$ cat src/rtl/sde_pkg.sv
// Shared widths, beat payload type and keep helpers for the SDE C2H AXI-Stream path.
package sde_pkg;

    localparam int unsigned SDE_AXIS_DW  = 512;
    localparam int unsigned SDE_AXIS_KW  = 64;
    localparam int unsigned SDE_USER_MAX = 64;

    // user is carried at full width internally and truncated at the ports
    typedef struct packed {
        logic [SDE_AXIS_DW-1:0]  data;
        logic [SDE_AXIS_KW-1:0]  keep;
        logic [SDE_USER_MAX-1:0] user;
        logic                    last;
        logic [31:0]             len;
    } sde_beat_t;

    function automatic logic [6:0] sde_popcount(input logic [SDE_AXIS_KW-1:0] keep);
        logic [6:0] cnt;
        cnt = '0;
        for (int unsigned i = 0; i < SDE_AXIS_KW; i++) begin
            cnt = cnt + 7'(keep[i]);
        end
        return cnt;
    endfunction

    // True for keep == 2^n-1 with n in 1..64
    function automatic logic sde_keep_contig(input logic [SDE_AXIS_KW-1:0] keep);
        return (keep != '0) && ((keep & (keep + 1'b1)) == '0);
    endfunction

endpackage

$ cat src/rtl/sde_c2h_axis_if.sv
// AXI-Stream beat bundle used on both the user side and the buffer side of sde_c2h_axis.
interface sde_c2h_axis_if
    import sde_pkg::*;
#(
    parameter int USER_BIT_WIDTH = 64
);

    logic                      valid;
    logic [SDE_AXIS_DW-1:0]    data;
    logic [SDE_AXIS_KW-1:0]    keep;
    logic [USER_BIT_WIDTH-1:0] user;
    logic                      last;
    logic                      ready;

    modport master (
        output valid, data, keep, user, last,
        input  ready
    );

    modport slave (
        input  valid, data, keep, user, last,
        output ready
    );

endinterface

$ cat src/rtl/sde_axis_skid.sv
// Generic two-entry fully registered slice (main + skid) over a packed payload;
// upstream ready is a flop, so there is no combinational path from m_ready.
module sde_axis_skid #(
    parameter int unsigned WIDTH = 8
) (
    input  logic             clk,
    input  logic             rst_n,
    input  logic             s_valid,
    output logic             s_ready,
    input  logic [WIDTH-1:0] s_payload,
    output logic             m_valid,
    input  logic             m_ready,
    output logic [WIDTH-1:0] m_payload
);

    logic             main_valid;
    logic             skid_valid;
    logic             skid_valid_nxt;
    logic             in_ready;
    logic             in_fire;
    logic             main_free;
    logic [WIDTH-1:0] main_q;
    logic [WIDTH-1:0] skid_q;

    assign in_fire   = s_valid & in_ready;
    assign main_free = ~main_valid | m_ready;

    always_comb begin
        skid_valid_nxt = skid_valid;
        if (main_free) begin
            skid_valid_nxt = 1'b0;
        end else if (in_fire) begin
            skid_valid_nxt = 1'b1;
        end
    end

    // in_ready tracks !skid_valid, but is held low through reset
    always_ff @(posedge clk or negedge rst_n) begin
        if (!rst_n) begin
            main_valid <= 1'b0;
            skid_valid <= 1'b0;
            in_ready   <= 1'b0;
            main_q     <= '0;
            skid_q     <= '0;
        end else begin
            skid_valid <= skid_valid_nxt;
            in_ready   <= ~skid_valid_nxt;
            if (main_free) begin
                if (skid_valid) begin
                    main_q     <= skid_q;
                    main_valid <= 1'b1;
                end else if (in_fire) begin
                    main_q     <= s_payload;
                    main_valid <= 1'b1;
                end else begin
                    main_valid <= 1'b0;
                end
            end else if (in_fire) begin
                skid_q <= s_payload;
            end
        end
    end

    assign s_ready   = in_ready;
    assign m_valid   = main_valid;
    assign m_payload = main_q;

endmodule

$ cat src/rtl/sde_c2h_axis.sv
// C2H AXI-Stream ingress: skid-buffered forward to the data buffer, per-packet byte length
// on the last beat, and the C2H packet counter. Optional tkeep check: SDE_C2H_AXIS_KEEP_CHK_EN.
module sde_c2h_axis
    import sde_pkg::*;
#(
    parameter int DESC_TYPE       = 0,
    parameter int PCIM_DATA_WIDTH = 512,
    parameter int AXIS_DATA_WIDTH = 512,
    parameter int USER_BIT_WIDTH  = (DESC_TYPE != 0) ? 1 : 64
) (
    input  logic                  clk,
    input  logic                  rst_n,
    input  logic                  cfg_axis_clr_pkt_cnt,
    output logic [31:0]           axis_cfg_pkt_cnt,
    output logic                  axis_cfg_keep_err,
    sde_c2h_axis_if.slave         c2h_axis,
    sde_c2h_axis_if.master        axis_buf,
    output logic [31:0]           axis_buf_len,
    output logic                  axis_wb_pkt_cnt_req,
    output logic [31:0]           axis_wb_pkt_cnt
);

    if (AXIS_DATA_WIDTH != SDE_AXIS_DW || PCIM_DATA_WIDTH != SDE_AXIS_DW ||
        (DESC_TYPE != 0 && DESC_TYPE != 1) ||
        USER_BIT_WIDTH < 1 || USER_BIT_WIDTH > SDE_USER_MAX) begin : g_cfg_check
        $error("sde_c2h_axis: unsupported parameter combination");
    end

    sde_beat_t   in_beat;
    sde_beat_t   out_beat;
    logic        in_fire;
    logic        buf_last_fire;
    logic [31:0] acc;
    logic [31:0] acc_next;
    logic [31:0] pkt_cnt;
    logic        wb_req;

    assign in_fire       = c2h_axis.valid & c2h_axis.ready;
    assign buf_last_fire = axis_buf.valid & axis_buf.ready & axis_buf.last;
    assign acc_next      = acc + 32'(sde_popcount(c2h_axis.keep));

    always_comb begin
        in_beat      = '0;
        in_beat.data = c2h_axis.data;
        in_beat.keep = c2h_axis.keep;
        in_beat.user = SDE_USER_MAX'(c2h_axis.user);
        in_beat.last = c2h_axis.last;
        in_beat.len  = acc_next;
    end

    sde_axis_skid #(
        .WIDTH($bits(sde_beat_t))
    ) u_skid (
        .clk       (clk),
        .rst_n     (rst_n),
        .s_valid   (c2h_axis.valid),
        .s_ready   (c2h_axis.ready),
        .s_payload (in_beat),
        .m_valid   (axis_buf.valid),
        .m_ready   (axis_buf.ready),
        .m_payload (out_beat)
    );

    assign axis_buf.data = out_beat.data;
    assign axis_buf.keep = out_beat.keep;
    assign axis_buf.user = out_beat.user[USER_BIT_WIDTH-1:0];
    assign axis_buf.last = out_beat.last;
    assign axis_buf_len  = out_beat.len;

    always_ff @(posedge clk or negedge rst_n) begin
        if (!rst_n) begin
            acc <= '0;
        end else if (in_fire) begin
            acc <= c2h_axis.last ? '0 : acc_next;
        end
    end

    // Clear wins over a coincident last handshake; the write-back pulse still fires
    always_ff @(posedge clk or negedge rst_n) begin
        if (!rst_n) begin
            pkt_cnt <= '0;
            wb_req  <= 1'b0;
        end else begin
            wb_req <= buf_last_fire;
            if (cfg_axis_clr_pkt_cnt) begin
                pkt_cnt <= '0;
            end else if (buf_last_fire) begin
                pkt_cnt <= pkt_cnt + 32'd1;
            end
        end
    end

    assign axis_cfg_pkt_cnt    = pkt_cnt;
    assign axis_wb_pkt_cnt     = pkt_cnt;
    assign axis_wb_pkt_cnt_req = wb_req;

`ifdef SDE_C2H_AXIS_KEEP_CHK_EN
    logic keep_bad;
    logic keep_err;

    assign keep_bad = c2h_axis.last ? ~sde_keep_contig(c2h_axis.keep)
                                    : (c2h_axis.keep != '1);

    always_ff @(posedge clk or negedge rst_n) begin
        if (!rst_n) begin
            keep_err <= 1'b0;
        end else if (cfg_axis_clr_pkt_cnt) begin
            keep_err <= 1'b0;
        end else if (in_fire && keep_bad) begin
            keep_err <= 1'b1;
        end
    end

    assign axis_cfg_keep_err = keep_err;
`else
    assign axis_cfg_keep_err = 1'b0;
`endif

endmodule

$ cat src/flat_wrapper.sv
// flat-port wrapper written by rule: the top's interface ports become plain ports
module sde_c2h_axis_flat import sde_pkg::*;
#(
    parameter int DESC_TYPE       = 0,
    parameter int PCIM_DATA_WIDTH = 512,
    parameter int AXIS_DATA_WIDTH = 512,
    parameter int USER_BIT_WIDTH  = (DESC_TYPE != 0) ? 1 : 64
)
  (clk, rst_n, cfg_axis_clr_pkt_cnt, axis_cfg_pkt_cnt, axis_cfg_keep_err, axis_buf_len, axis_wb_pkt_cnt_req, axis_wb_pkt_cnt, c2h_axis_valid, c2h_axis_data, c2h_axis_keep, c2h_axis_user, c2h_axis_last, c2h_axis_ready, axis_buf_valid, axis_buf_data, axis_buf_keep, axis_buf_user, axis_buf_last, axis_buf_ready);
  sde_c2h_axis_if #(.USER_BIT_WIDTH(USER_BIT_WIDTH)) c2h_axis_i ();
  sde_c2h_axis_if #(.USER_BIT_WIDTH(USER_BIT_WIDTH)) axis_buf_i ();
  input  logic clk;
  input  logic rst_n;
  input  logic cfg_axis_clr_pkt_cnt;
  output logic [31:0] axis_cfg_pkt_cnt;
  output logic axis_cfg_keep_err;
  output logic [31:0] axis_buf_len;
  output logic axis_wb_pkt_cnt_req;
  output logic [31:0] axis_wb_pkt_cnt;
  input wire logic [$bits(c2h_axis_i.valid)-1:0] c2h_axis_valid;
  input wire logic [$bits(c2h_axis_i.data)-1:0] c2h_axis_data;
  input wire logic [$bits(c2h_axis_i.keep)-1:0] c2h_axis_keep;
  input wire logic [$bits(c2h_axis_i.user)-1:0] c2h_axis_user;
  input wire logic [$bits(c2h_axis_i.last)-1:0] c2h_axis_last;
  output wire logic [$bits(c2h_axis_i.ready)-1:0] c2h_axis_ready;
  output wire logic [$bits(axis_buf_i.valid)-1:0] axis_buf_valid;
  output wire logic [$bits(axis_buf_i.data)-1:0] axis_buf_data;
  output wire logic [$bits(axis_buf_i.keep)-1:0] axis_buf_keep;
  output wire logic [$bits(axis_buf_i.user)-1:0] axis_buf_user;
  output wire logic [$bits(axis_buf_i.last)-1:0] axis_buf_last;
  input wire logic [$bits(axis_buf_i.ready)-1:0] axis_buf_ready;
  assign c2h_axis_i.valid = c2h_axis_valid;
  assign c2h_axis_i.data = c2h_axis_data;
  assign c2h_axis_i.keep = c2h_axis_keep;
  assign c2h_axis_i.user = c2h_axis_user;
  assign c2h_axis_i.last = c2h_axis_last;
  assign c2h_axis_ready = c2h_axis_i.ready;
  assign axis_buf_valid = axis_buf_i.valid;
  assign axis_buf_data = axis_buf_i.data;
  assign axis_buf_keep = axis_buf_i.keep;
  assign axis_buf_user = axis_buf_i.user;
  assign axis_buf_last = axis_buf_i.last;
  assign axis_buf_i.ready = axis_buf_ready;
  sde_c2h_axis #(.DESC_TYPE(DESC_TYPE), .PCIM_DATA_WIDTH(PCIM_DATA_WIDTH), .AXIS_DATA_WIDTH(AXIS_DATA_WIDTH), .USER_BIT_WIDTH(USER_BIT_WIDTH)) u_core (.clk(clk), .rst_n(rst_n), .cfg_axis_clr_pkt_cnt(cfg_axis_clr_pkt_cnt), .axis_cfg_pkt_cnt(axis_cfg_pkt_cnt), .axis_cfg_keep_err(axis_cfg_keep_err), .c2h_axis(c2h_axis_i), .axis_buf(axis_buf_i), .axis_buf_len(axis_buf_len), .axis_wb_pkt_cnt_req(axis_wb_pkt_cnt_req), .axis_wb_pkt_cnt(axis_wb_pkt_cnt));
endmodule
$ cat config.mk
export PLATFORM = sky130hd
export DESIGN_NAME = sde_c2h_axis_flat
export DESIGN_NICKNAME = d
export VERILOG_FILES = /design/src/rtl/sde_pkg.sv /design/src/rtl/sde_c2h_axis_if.sv /design/src/rtl/sde_axis_skid.sv /design/src/rtl/sde_c2h_axis.sv /design/src/flat_wrapper.sv
export SDC_FILE = /design/constraint.sdc
export NUM_CORES = 2
export LEC_CHECK = 0
export BUFFER_PORTS_ARGS = -buffer_cell sky130_fd_sc_hd__clkbuf_2
export CAP_MARGIN = 30
export CORE_AREA = 4 4 544 546
export CTS_BUF_LIST = sky130_fd_sc_hd__clkbuf_4
export DETAILED_ROUTE_END_ITERATION = 8
export DIE_AREA = 0 0 548 550
export GPL_ROUTABILITY_DRIVEN = 0
export PLACE_DENSITY_LB_ADDON = 0.15
export RECOVER_POWER = 100
export SYNTH_ARGS = -nofsm -noshare
export SYNTH_HDL_FRONTEND = slang
export SYNTH_SLANG_ARGS = --single-unit
$ cat constraint.sdc
create_clock -name clk -period 2.5 [get_ports clk]
set_input_delay 0.125 -clock clk [delete_from_list [all_inputs] [get_ports clk]]
set_output_delay 0.125 -clock clk [all_outputs]
set_load 0.02 [all_outputs]
**Yosys cells after proc, flatten, opt, wreduce, memory -nomap -nowiden**

Index checks and enable logic that the tools add are counted.

- Bits of input ports: 646
- Flip-flop bits (word level): 1414
- Logic and storage cells: 93
- Output and inout bits: 741

- Bitwise logic cells: 7
- Mux-type cells: 9
- Add/subtract/negate cells: 65
- Reductions and logical operators: 4

Operators with widths:

| kind | number |
|---|---|
| 2-to-1 mux 673 bit | 2 |
| adder 7 x 1 -> 7 bit | 62 |
| 2-to-1 mux 32 bit | 3 |
| adder 32 x 1 -> 32 bit, second input constant | 1 |
| adder 32 x 7 -> 32 bit | 1 |
| 2-to-1 mux 1 bit | 4 |
| AND reduction 2 bit | 2 |
| nonzero test 2 bit | 2 |
| bitwise AND 1 bit | 3 |
| inverter 1 bit | 3 |
| adder 1 x 1 -> 2 bit | 1 |
| bitwise OR 1 bit | 1 |

**Depth between registers and ports, before layout**

- Depth after elaboration: 66
- Gate-level depth with buffers: 30
- Depth with buffers taken out: 28

**Hierarchy**

Synthesis repeated with hierarchy kept, for this count alone.

- Cell total of the unflattened synthesis: 5058
- Area, all modules: 62857.8 um2

Modules (own cells, without submodules):

| module | seq. area each (um2) | cells an instance | area each (um2) | times used |
|---|---|---|---|---|
| sde_axis_skid | 33757.4 | 4422 | 56945.9 | 1 |
| sde_c2h_axis | 1626.6 | 636 | 5911.9 | 1 |

**Worst setup path before layout**

Ideal clock, no wire load.

- Path kind: input -> register
- Start point: in c2h_axis_keep[0]
- End point: reg u_core.u_skid.main_q[24] (netlist: u_core.u_skid.m_payload[24])
- Path buffers: 1
- Path slack: -4.630 ns
- Data required time: 2.367 ns
- Arrival: 6.996 ns
- Stages: 24
- Setup time: 0.133 ns
- Cells stage by stage: ha_1 -> inv_1 -> fa_1 -> fa_1 -> fa_1 -> fa_1 -> fa_1 -> fa_1 -> fa_1 -> fa_1 -> fa_1 -> fa_1 -> nor2b_1 -> o21ai_0 -> nand2b_1 -> a21o_1 -> a21o_1 -> ha_1 -> and3_1 -> a221oi_2 -> clkbuf_1 -> nor4_1 -> o31ai_1 -> o21ai_0

- Longest elaborated chain between the ends: 66

RTL lines:

| what | line | RTL |
|---|---|---|
| start: declaration | flat_wrapper.sv:22 | `input wire logic [$bits(c2h_axis_i.keep)-1:0] c2h_axis_keep;` |
| adder 1 x 1 -> 2 bit | sde_pkg.sv:21 | `cnt = cnt + 7'(keep[i]);` |
| adder 7 x 1 -> 7 bit (62 in a row) | sde_pkg.sv:21 |  |
| adder 32 x 7 -> 32 bit | sde_c2h_axis.sv:40 | `assign acc_next = acc + 32'(sde_popcount(c2h_axis.keep));` |
| 2-to-1 mux 673 bit | sde_axis_skid.sv:52 | `end else if (in_fire) begin` |
| 2-to-1 mux 673 bit | sde_axis_skid.sv:49 | `if (skid_valid) begin` |
| end signal: assignment | sde_axis_skid.sv:50 | `main_q <= skid_q;` |
| end signal: assignment | sde_axis_skid.sv:53 | `main_q <= s_payload;` |
| end: declaration | sde_axis_skid.sv:22 | `logic [WIDTH-1:0] main_q;` |

Every way passes these cells. The select of a mux whose other input is x is not followed.
A chain may end at the register's enable or synchronous reset.

**Worst setup path after layout**

- Start point: in c2h_axis_keep[43]
- End point: reg u_core.u_skid.skid_q[27]

- Longest elaborated chain between the ends: 22

RTL lines:

| what | line | RTL |
|---|---|---|
| adder 7 x 1 -> 7 bit (21 in a row) | sde_pkg.sv:21 |  |
| adder 32 x 7 -> 32 bit | sde_c2h_axis.sv:40 |  |
| end signal: assignment | sde_axis_skid.sv:59 | `skid_q <= s_payload;` |
| end: declaration | sde_axis_skid.sv:23 | `logic [WIDTH-1:0] skid_q;` |

Every way passes these cells.

==> metrics.cfg <==
[run_status]
outcome=complete, but fails checks
failed_checks=setup timing

[final_layout]
num-fill-cells=30200
instances_no_fill=12900
drive_gt1_share_pct=26.6
final_cell_mix=dlygate4sd3_1, dfrtp_1, nand2_1
fin_util_pct=33.7
fin_nets=9486
area_growth_pct=60.3
layout_commonest_cell=dlygate4sd3_1
final_cell_area_um2=98000

[sta]
tightest_slew_ps=1440
rsz0062_at_grt=yes
finClkSkew_ps=92.4
maxSlewHeadroom_pct=4.29
fin_crit_ps=6270
setup_violations=1325
layout_setup_ws_ps=-3770
fin_hold_ws_ps=252
period_share_pct=251
max_freq_mhz=160
drv_slew=0
tns_ps=-569950
hold_viol=0

[setup_path]
worst_ep_arrival_time_ps=7390
cpPeakStageDelay_ps=580
cp-startpoint=c2h_axis_keep[43]
required_ps=3620
path_max_fanout=7
startpoint_type=input port
crit_type=in2reg
crit_path_top_delay_cell=fa_2
r2r_start=u_core.u_skid.skid_valid$_DFF_PN0_
end_kind=flip-flop
path_common_cell=fa_1

[grt]
grt_max_degree=135
grt_pass1_wl_um=378000
overflow=0
grt_pass1_vias=57800
grt_use_total_pct=16.5
antenna_found_initial=49

[power_and_ir_drop]
peakVddDrop_mv=3.35
pwr-share-clk_pct=19.5
internal_power_mw=66.6
total_power_mw=110
power.density_nw_per_um2=1120
combPwrFrac_pct=50.6
leakage_nw=43.0
seq_power_share_pct=29.8
switching_power_mw=43.1
switching_share_pct=39.3

[placement]
hpwl_um=185000
dp_slack_ps=-5300
dp_cells=10300
placed_cell_area_um2=74700
io_buffers=1385

[cts]
clock-sinks=1414
numCtsBuffers=419
htree_levels=5
insertion_delay_ps=1250
cts.clk_slew.worst_paths_ps=60
cts_buffer_depth=4
cts_tree=yes
cts_root_buf=clkbuf_4

[floorplanning]
die_h_um=550
ios=1387
dieWidth_um=548
rows=198
initial_core_util_pct=21.0
core_um2=291000
dieArea_um2=301000

[synth]
yosys.area.top_type=dfrtp_1
synth_area_um2=61100
ys.flop_type=dfrtp_1
synth_top_cell_area_share_pct=57.9
ys_seq_elements=1414
synth-warning-count=0
synth_edf_count=0
avgSynthCellArea_um2=12.0
postSynthCellCount=5097
synth.distinct_cells=50
syn_nets=5822
synth_seq_area_share_pct=57.9
synthArstFlopShare_pct=100
synthTopCellsByArea=dfrtp_1, mux2_2, mux2i_1

[drt]
routed_via_density=4.14
drcViolationCount=0
antenna_left=0
wl_um=258000
drt_pass1_iterations=5
dr_total_vias=53500
wl_per_cell_um=20.0
drt_iter0_drc=2166

[min_path]
min_from=c2h_axis_user[2]
holdCritPathClass=in2reg

[run]
drv_cap=0

worst paths after layout:
path / endpoint / slack [ps] / depth (start not counted)
worst max-delay path: u_core.u_skid.skid_q[27]$_DFFE_PN0P_ / -3770 / 25
worst min-delay path: u_core.u_skid.skid_q[35]$_DFFE_PN0P_ / 250 / 4
worst max register to register: u_core.u_skid.m_payload[142]$_DFFE_PN0P_ / -700 / 5
worst min register to register: u_core.u_skid.m_payload[524]$_DFFE_PN0P_ / 480 / 2
max in group asynchronous: u_core.u_skid.skid_q[545]$_DFFE_PN0P_ / -320 / 7
min in group asynchronous: u_core.u_skid.skid_q[404]$_DFFE_PN0P_ / 1220 / 5
metal layers:
layer	track usage [%]	wire length, um	vias to the layer above
met1	19.6	106000	26300
li1	-	-	25100
met3	5.42	19500	519
met4	5.83	10300	28
met5	0	172	-
met2	27.8	123000	1583
power groups by stage:
| stage | sequential, mW | clock (mW) | combinational, mW |
|---|---|---|---|
| 6_report | 32.7 | 21.4 | 55.5 |
| 2_1_floorplan | 35.7 | 0 | 21.7 |
| 3_3_place_gp | 32.8 | 0 | 41.9 |
| 5_1_grt | 33.4 | 23.9 | 58.7 |
| 4_1_cts | 32.7 | 22.7 | 57.8 |
| 3_5_place_dp | 33.1 | 0 | 42.6 |
Yosys cell counts (4+ instances only):
library cell	n
mux2i_1	645
fa_1	55
a22o_1	6
o21ai_0	775
nor4_1	6
o31ai_1	20
nand4_1	13
xor2_1	25
xnor2_1	26
a21boi_0	8
nor3_1	24
nand2_1	747
nor3b_1	6
clkbuf_1	215
a21o_1	4
dfrtp_1	1414
nor2_1	72
mux2_2	612
nor2b_1	6
nand2b_1	12
or3_1	4
inv_1	97
ha_1	24
buf_1	26
o31a_1	4
buf_2	90
and2_1	7
nand3_1	21
a21oi_1	42
buf_4	35
and3_1	23
and4_1	8
worst max-delay path, delay by kind of cell:
kind	cells	cell delay [ps]
adders and majority gates	9	4010
buffers and inverters	6	1700
and+or+nand+nor	4	610
AOI/OAI and AO/OA	4	460
xor gates and xnor gates	2	460
logic make-up (layout without fill, tap and decap cells):
logic type,Yosys count,in the layout,share of synthesized area [%]
flops,1414,1414,57.9
mux,1257,1257,21.8
simple gates,957,957,6.50
compound gates,874,874,7.46
buf+inv,464,4379,3.25
fa+ha+maj,79,79,2.29
xor+xnor,51,51,0.731
other cells,1,31,0.00614
cell type report:
cell class              instances  area (um2)  area share (%)
inverters                      98         370           0.378
clock inverters                87         489           0.499
repair buffers               3609       28000            28.6
diodes                         30        75.1          0.0766
clock buffers                 585        4390            4.48
multi-input cells            3219       24300            24.9
well taps                    3900        4880            4.98
flip-flops and latches       1414       35400            36.1
state kept, by name, indices dropped and copies added (netlist names):
signal                      flops
u_core.acc                     32
u_core.axis_cfg_pkt_cnt        32
u_core.axis_wb_pkt_cnt_req      1
u_core.u_skid.skid_valid        1
u_core.u_skid.s_ready           1
u_core.u_skid.m_payload       673
u_core.u_skid.m_valid           1
u_core.u_skid.skid_q          673
what timing repair did:
action                                   CTS  global route
resized for setup                         74            77
endpoints found under the hold margin   2828             2
cloned                                     0             6
endpoints found under the setup margin   103           272
pin swaps                                 27            32
setup buffers                             13            31
hold buffers                            1857             2
No activity file was read; power rests on OpenSTA's default activity.
